### src/rtl/floor_request_encoder.sv
// Turns per-floor call buttons into single-floor FIFO write strobes: edge detect,
// duplicate suppression, round-robin arbitration, write throttling and service release.
module floor_request_encoder #(
    parameter int pFLOOR_WIDTH = 4,
    parameter int pNUM_FLOORS  = 16
) (
    input  logic                    i_clock,
    input  logic                    i_reset_n,
    input  logic [pNUM_FLOORS-1:0]  i_buttons,
    input  logic                    i_fifo_full,
    input  logic                    i_open_door,
    input  logic [pFLOOR_WIDTH-1:0] i_current_floor,
    output logic                    o_wr_en,
    output logic [pFLOOR_WIDTH-1:0] o_floor_no,
    output logic [pNUM_FLOORS-1:0]  o_pending
);

    localparam int FW = pFLOOR_WIDTH;

    typedef enum logic [1:0] {
        ST_IDLE  = 2'd0,
        ST_WRITE = 2'd1,
        ST_GAP   = 2'd2
    } state_t;

    state_t                  state_r;
    logic [pNUM_FLOORS-1:0]  pend_r;
    logic [pNUM_FLOORS-1:0]  queued_r;
    logic [pNUM_FLOORS-1:0]  btn_prev_r;
    logic [FW-1:0]           rr_ptr_r;

    logic [pNUM_FLOORS-1:0]  press_s;
    logic [pNUM_FLOORS-1:0]  clr_mask_s;
    logic [pNUM_FLOORS-1:0]  new_set_s;
    logic [pNUM_FLOORS-1:0]  grant_mask_s;
    logic [pNUM_FLOORS-1:0]  pend_next_s;
    logic [pNUM_FLOORS-1:0]  queued_next_s;
    logic [FW-1:0]           idx_hi_s;
    logic [FW-1:0]           idx_any_s;
    logic                    found_hi_s;
    logic                    found_any_s;
    logic [FW-1:0]           grant_idx_s;
    logic                    grant_fire_s;
    logic [FW-1:0]           rr_next_s;

    // Round-robin pick: lowest pending floor at or above rr_ptr, else lowest pending overall.
    always_comb begin
        idx_hi_s    = {FW{1'b0}};
        idx_any_s   = {FW{1'b0}};
        found_hi_s  = 1'b0;
        found_any_s = 1'b0;
        for (int k = pNUM_FLOORS - 1; k >= 0; k--) begin
            idx_hi_s    = (pend_r[k] && (FW'(k) >= rr_ptr_r)) ? FW'(k) : idx_hi_s;
            found_hi_s  = found_hi_s | (pend_r[k] && (FW'(k) >= rr_ptr_r));
            idx_any_s   = pend_r[k] ? FW'(k) : idx_any_s;
            found_any_s = found_any_s | pend_r[k];
        end
        grant_idx_s  = found_hi_s ? idx_hi_s : idx_any_s;
        grant_fire_s = (state_r == ST_IDLE) && !i_fifo_full && found_any_s;
        rr_next_s    = (grant_idx_s == FW'(pNUM_FLOORS - 1)) ? {FW{1'b0}} : (grant_idx_s + {{(FW-1){1'b0}}, 1'b1});
    end

    // Per-floor next state; an out-of-range current floor matches no k and so clears nothing.
    always_comb begin
        press_s = i_buttons & ~btn_prev_r;
        for (int k = 0; k < pNUM_FLOORS; k++) begin
            clr_mask_s[k]   = i_open_door && (i_current_floor == FW'(k));
            grant_mask_s[k] = grant_fire_s && (grant_idx_s == FW'(k));
        end
        new_set_s     = press_s & ~pend_r & ~queued_r & ~clr_mask_s;
        pend_next_s   = (pend_r | new_set_s) & ~clr_mask_s & ~grant_mask_s;
        queued_next_s = (queued_r | grant_mask_s) & ~clr_mask_s;
    end

    // Write FSM, per-floor state and registered outputs.
    always_ff @(posedge i_clock or negedge i_reset_n) begin
        if (!i_reset_n) begin
            state_r    <= ST_IDLE;
            pend_r     <= {pNUM_FLOORS{1'b0}};
            queued_r   <= {pNUM_FLOORS{1'b0}};
            btn_prev_r <= {pNUM_FLOORS{1'b0}};
            rr_ptr_r   <= {FW{1'b0}};
            o_wr_en    <= 1'b0;
            o_floor_no <= {FW{1'b0}};
            o_pending  <= {pNUM_FLOORS{1'b0}};
        end else begin
            btn_prev_r <= i_buttons;
            pend_r     <= pend_next_s;
            queued_r   <= queued_next_s;
            o_pending  <= pend_next_s | queued_next_s;
            case (state_r)
                ST_IDLE: begin
                    if (grant_fire_s) begin
                        o_wr_en    <= 1'b1;
                        o_floor_no <= grant_idx_s;
                        rr_ptr_r   <= rr_next_s;
                        state_r    <= ST_WRITE;
                    end else begin
                        o_wr_en    <= 1'b0;
                    end
                end
                ST_WRITE: begin
                    o_wr_en <= 1'b0;
                    state_r <= ST_GAP;
                end
                // Dead cycle so the full flag reflects the write just made.
                ST_GAP: begin
                    o_wr_en <= 1'b0;
                    state_r <= ST_IDLE;
                end
                default: begin
                    o_wr_en <= 1'b0;
                    state_r <= ST_IDLE;
                end
            endcase
        end
    end

endmodule

### config.mk
export PLATFORM = sky130hd
export DESIGN_NAME = floor_request_encoder
export DESIGN_NICKNAME = d
export VERILOG_FILES = /design/src/rtl/floor_request_encoder.sv
export SDC_FILE = /design/constraint.sdc
export NUM_CORES = 1
export LEC_CHECK = 0
export CORE_MARGIN = 1
export CORE_UTILIZATION = 55
export DETAILED_ROUTE_END_ITERATION = 12
export GPL_ROUTABILITY_DRIVEN = 0
export PLACE_DENSITY = 0.85
export SKIP_CTS_REPAIR_TIMING = 1
export SYNTH_ARGS = -nofsm -noshare
export SYNTH_HDL_FRONTEND = slang
export SYNTH_SLANG_ARGS = --single-unit
### constraint.sdc
create_clock -name i_clock -period 3.3 [get_ports i_clock]
set_input_delay 0.66 -clock i_clock [delete_from_list [all_inputs] [get_ports i_clock]]
set_output_delay 0.66 -clock i_clock [all_outputs]
set_load 0.05 [all_outputs]
==> metrics, run 1 <==
Worst Path Required=3520 ps; Rows=29; Worst Max-Slew Pin Slew=930 ps; Psw=around 2100 uW; Comb pwr share=between 40% and 50%; Seq cells post-synth=75; Setup CP Type=reg2reg; initial antenna violation count=0; PD cells=1050 nW/um^2; Critical Path Fanout Max=14; Peak VDD IR=651 uV; post-synthesis compound-gate area fraction=23.6%; Die ar.=6900 um^2; mapped cell area=3620 um^2; critical path depth in cells=9; final setup TNS=0 ps; Peak Freq=316 MHz; root buffer cell=clkbuf_8; Pint=2410 uW; WL/cell=18.4 um; synth top area cells=dfrtp_1 (52%), a31oi_1 (5.4%), a21oi_1 (5.0%); number of diodes=0; worst r2r dst=o_pending[15]; fin cells=493; layout filler cell count=459; Yosys warnings=0; Congestion Overflow GR=0; largest family of logic cells by synthesized area=compound AO/OA/AOI/OAI gates; clock share of power=15.5%; most frequent cells after synthesis=dfrtp_1 (75), nor2_1 (44), a21oi_1 (36); Synth Area in Adders=1.38%; clk_lat worst skew=340 ps; initial DRC count=about 400; Simple-Gate Fraction of Synth Area=15.8%; final instance area=4310 um^2; Hold Path Class=in2async; largest net degree at the start of global routing=76; Post-synth EDFFs=0; GRT Resource Usage Total=between 20% and 30%; CTS tree=yes; CP peak stage delay=610 ps; nets=440; Reg2Reg Launch Point=rr_ptr_r[0]; post-synth top area cell=dfrtp_1; detailed-route via count=3149; CTS buffer count=9; Placed Instance Area=4100 um^2; outcome=completed; Synth Instances=370; number of global-route vias before repair=3244; sequential cell area=between 1500 and 2000 um^2; vias per cell=between 6 and 7; Seq/Total Area, Yosys=51.9%; Fin. Hold Viols=0; share of cells above drive strength 1=a little under 9%; Setup violations, final=0; worst r2r path cells=9; Unique masters post-synth=56; Worst setup SP type=flop; CTS H-tree depth=3; Switching Fraction=46.9%; crit path cell chain=a21boi_0, o21ai_0, nand2_1, and4bb_2, o211ai_1, o21a_1, ha_1, and3_4, o41a_1; r2r setup slk=140 ps; final cycle utilization of the critical path=95.8%; Clock Sinks=between 70 and 80; Reg power frac=35.3%; RSZ-0062 raised after global routing=false; chip height=just over 80 um; Crit. End Element=flop; DR pass1 iterations=7; area added between synthesis and finish=19.1%; first-pass GRT wire length=15.2 mm; post-synth top area share=51.9%; skew final=about 9 ps; DRC Markers=0; max cap viols=0; Top Ports=45; DIE WIDTH=83.1 um; Avg Cell Area, Syn=a little under 10 um^2; critical path data arrival time=3380 ps; CP bufs+invs=0; count leader, synth=dfrtp_1; Slew Limit Fails=0; ys async rst share=100%; Net Count, Synth=between 300 and 400; critical path's slowest cell=dfrtp_1; area of the multi-input gates=about 1500 um^2; Bufs on Longest Clock Path=2; post-route antenna net violation count=0; PortBufs=between 40 and 50; Post-DP HPWL=roughly 6.3 mm; drt total wl=9.06 mm; placed cells=478; Max-slew headroom=38.0%; Main synth FF type=dfrtp_1; XOR/XNOR share of the synthesized area=0.484%; critical path's top delay family=compound AO/OA/AOI/OAI gates; post-synthesis mux area share=less than 1%; Starting Density=56.9%; Core ar.=6350 um^2; min Tclk post-route=3160 ps; Clock transition at path regs=70 ps; leakage power=around 0.0018 uW
-- flip-flops by register name, indices dropped and copies added, names as in the netlist --
name and count:
btn_prev_r 16, o_pending 16, pend_r 16, queued_r 16, o_floor_no 4, rr_ptr_r 4, state_r 2, o_wr_en 1
-- power by group through the flow --
stage	combinational (uW)	sequential [uW]	clock, uW
after floorplan	1410	1730	0
after global placement	2090	1570	0
after detailed placement	2170	1590	0
after CTS	2200	1580	714
after global routing	2410	1640	750
final	2230	1600	702
-- logic make-up (layout without fill, tap and decap cells) --
| kind of cell | count (synthesis) | after routing |
|---|---|---|
| AND/OR/NAND/NOR | 112 | 112 |
| buffers and inverters | 49 | 95 |
| adder cells (fa/ha/maj) | 4 | 4 |
| XOR/XNOR | 2 | 2 |
| AO/OA/AOI/OAI | 125 | 125 |
| flip-flops | 75 | 75 |
| multiplexers | 3 | 3 |
-- worst max-delay path by stage --
stage,start,endpoint,slack (ps)
floorplan,rr_ptr_r[1],o_pending[15],680
global placement,rr_ptr_r[3],o_pending[15],310
detailed placement,rr_ptr_r[3],o_pending[15],180
CTS,rr_ptr_r[1],o_pending[8],130
global route,pend_r[5],o_pending[8],40
finish,rr_ptr_r[0],o_pending[15],140
-- cell type report --
| type | count | share of cell area [%] |
|---|---|---|
| multi-input cells | 246 | 35.8 |
| clock buffers | 11 | 3.51 |
| flip-flops and latches | 75 | 43.7 |
| well taps | 77 | 2.24 |
| repair buffers | 48 | 10.9 |
| inverters | 32 | 2.79 |
| clock inverters | 4 | 1.16 |
-- metal layers --
layer	track usage, %	up-vias	wire, um	share of wire, %
li1	-	1433	-	-
met1	36.8	1529	3700	41
met2	45.9	167	4470	49
met3	6.66	20	673	7.4
met4	12.1	0	215	2.4
met5	0	-	0	0
-- placed cells by master, fill, tap and decap left out, types with 3 or more instances in the layout --
cell type and n:
a21boi_0 3, ha_1 4, inv_1 32, dfrtp_1 72
nand2_1 13, dfrtp_2 3, a31oi_1 31, a21oi_1 36
nor2_1 44, nand4_1 4, mux2_2 3, nand2b_1 10
clkbuf_8 11, a311oi_1 15, buf_4 5, nor3_1 8
o21a_1 8, o21ai_0 8, nor2b_1 8, clkdlybuf4s50_1 43
nand3_1 5
-- metrics by stage --
| step | hold slack, ps | total power [uW] | setup slack [ps] | util [%] |
|---|---|---|---|---|
| finish | 438 | 4540 | 137 | 67.8 |
| global route | 511 | 4800 | 40.0 | 67.8 |
| CTS | 478 | 4490 | 130 | 67.8 |
| detailed placement | 503 | 3760 | 183 | 64.6 |
| global placement | 488 | 3660 | 306 | 64.6 |
| floorplan | 364 | 3140 | 681 | - |
-- worst register-to-register path: stages, from the launching register on --
cell and delay, ps:
dfrtp_1 610, a21boi_0 190, o21ai_0 380, nand2_1 170, and4bb_2 390, o211ai_1 130, o21a_1 200, ha_1 360
and3_4 230, o41a_1 380
No activity file was read; power rests on OpenSTA's default activity.
==> inputs of run 2 (changes only) <==
CAP_MARGIN = 20   (was unset)
==> results of run 2 <==
No change in the layout: final DEF, timing and power equal those of run 1.
==> inputs of run 3 (changes only) <==
CORE_ASPECT_RATIO = 0.6   (was unset)
==> metrics, run 3 (synthesis results as in run 1) <==
first-pass GRT wire length=15.4 mm (+1.5%); WL/cell=19.0 um (+3.2%); Peak Freq=314 MHz (-0.69%); worst r2r dst=o_pending[15]; final setup TNS=0 ps (unchanged); PortBufs=44 (unchanged); max cap viols=0 (unchanged); number of diodes=0 (unchanged); commonest cells after routing, fill and taps aside=dfrtp_1 (72), nor2_1 (44), clkdlybuf4s50_1 (43), a21oi_1 (36), inv_1 (32); layout filler cell count=466 (+1.5%); area added between synthesis and finish=19.4%; min Tclk post-route=3180 ps (+22.0 ps); commonest non-fill, non-tap cell in the layout=dfrtp_1; outcome=completed; Worst setup SP type=flop; Max-slew headroom=39.1% (+1.1 points); critical path depth in cells=9 (unchanged); critical path data arrival time=3420 ps (+40 ps); skew final=9.17 ps (-0.0583 ps); Slew Limit Fails=0 (unchanged); DR pass1 iterations=5 (-2); CTS H-tree depth=3 (unchanged); DIE WIDTH=107 um (+28%); r2r setup slk=120 ps (-20 ps); drt total wl=9.52 mm (+5.1%); critical path's top delay family=simple AND/OR/NAND/NOR gates; crit path cell chain=nand2_1, o221ai_1, nand4_1, and4bb_2, o211ai_1, o21a_1, ha_1, and3_4, o41a_1; vias per cell=6.38 (-0.11%); Starting Density=58.1% (+1.2 points); critical path's slowest cell=dfrtp_1; Final Power=4590 uW (+1.0%); Peak VDD IR=498 uV (-23%); DRC Markers=0 (unchanged); CP peak stage delay=610 ps (about the same); RSZ-0062 raised after global routing=false; Worst Path Required=3540 ps (+20 ps); Top Ports=45 (unchanged); CTS tree=yes; worst r2r path cells=9 (unchanged); CTS buffer count=9 (unchanged); Reg2Reg Launch Point=rr_ptr_r[2]; Die ar.=6910 um^2 (+0.14%); post-route antenna net violation count=0 (unchanged); initial antenna violation count=0 (unchanged); Crit. End Element=flop; Core ar.=6220 um^2 (-2.0%); chip height=64.8 um (-22%); Hold Path Class=in2async; root buffer cell=clkbuf_8; CP bufs+invs=0 (unchanged); Worst Max-Slew Pin Slew=913 ps (-17.0 ps); final cycle utilization of the critical path=96.5% (+0.67 points); leakage power=0.00175 uW (-0.30%); nets=441 (+0.23%); Clock Sinks=75 (unchanged); detailed-route via count=3203 (+1.7%); clk_lat worst skew=360 ps (+20 ps); placed cells=486 (+1.7%); Clock transition at path regs=80 ps (about the same); Setup CP Type=reg2reg; CP Launch Point=rr_ptr_r[2]; Congestion Overflow GR=0 (unchanged); share of cells above drive strength 1=8.85% (+0.20 points); largest net degree at the start of global routing=76 (unchanged); Post-DP HPWL=6.72 mm (+6.2%); Critical Path Fanout Max=15 (+1); Fin. Hold Viols=0 (unchanged); GRT Resource Usage Total=30.3% (+2.0 points); fin cells=502 (+1.8%); Bufs on Longest Clock Path=2 (unchanged); Setup violations, final=0 (unchanged); Worst setup endpoint=o_pending[15]; number of global-route vias before repair=3177 (-2.1%); initial DRC count=285 (-28%); Rows=22 (-24%); PD cells=1060 nW/um^2 (+0.83%)
-- run 3: cell count changes in the layout (fill, tap and decap cells not counted) --
cell,change
clkinvlp_4,+1
clkbuf_1,+1
clkinv_4,+1
buf_4,+1
clkbuf_8,-2
-- run 3: report_power, final --
group	total (uW)	internal [uW]	switching, uW
Clock	693	349	344
Sequential	1600	1220	379
Combinational	2290	812	1480
-- run 3: final cells by class --
cell class | instances | area [um^2] | area share [%]
clock buffer | 10 | 128 | 2.96
clock inverter | 6 | 66.3 | 1.54
inverter | 32 | 120 | 2.78
multi-input combinational | 246 | 1540 | 35.7
sequential | 75 | 1880 | 43.6
tap | 84 | 105 | 2.43
timing repair buffer | 49 | 475 | 11.0
-- run 3: worst min-delay path by stage --
stage	from	end	slack, ps
after floorplan	i_reset_n	btn_prev_r[0]	360
after global placement	queued_r[11]	queued_r[11]	490
after detailed placement	o_floor_no[2]	o_floor_no[2]	500
after CTS	i_reset_n	queued_r[13]	460
after global routing	i_reset_n	btn_prev_r[13]	500
final	i_reset_n	btn_prev_r[13]	430
-- run 3: worst register-to-register path, delay by kind of cell (launching register included) --
kind / cells / cell delay (ps)
AOI/OAI and AO/OA: 4 / 1010
DFF: 1 / 610
and+or+nand+nor: 4 / 1060
adders and majority gates: 1 / 390
-- run 3: metal layers --
metal	global-route usage, %	up-vias	part of all wire (%)
met5	0	-	0
met1	43.8	1556	45
met3	9.15	19	9.9
met4	11.6	0	1.4
met2	43.0	192	43
li1	-	1436	-
-- run 3: stage by stage --
stage / setup WS [ps] / cell area (um^2) / util [%] / hold WS (ps)
final: 115 / 4320 / 69.4 / 428
after global routing: 21.7 / 4320 / 69.4 / 495
after CTS: 157 / 4310 / 69.3 / 458
after detailed placement: 199 / 4120 / 66.2 / 500
after global placement: 292 / 4120 / 66.2 / 487
after floorplan: 681 / 3620 / - / 364
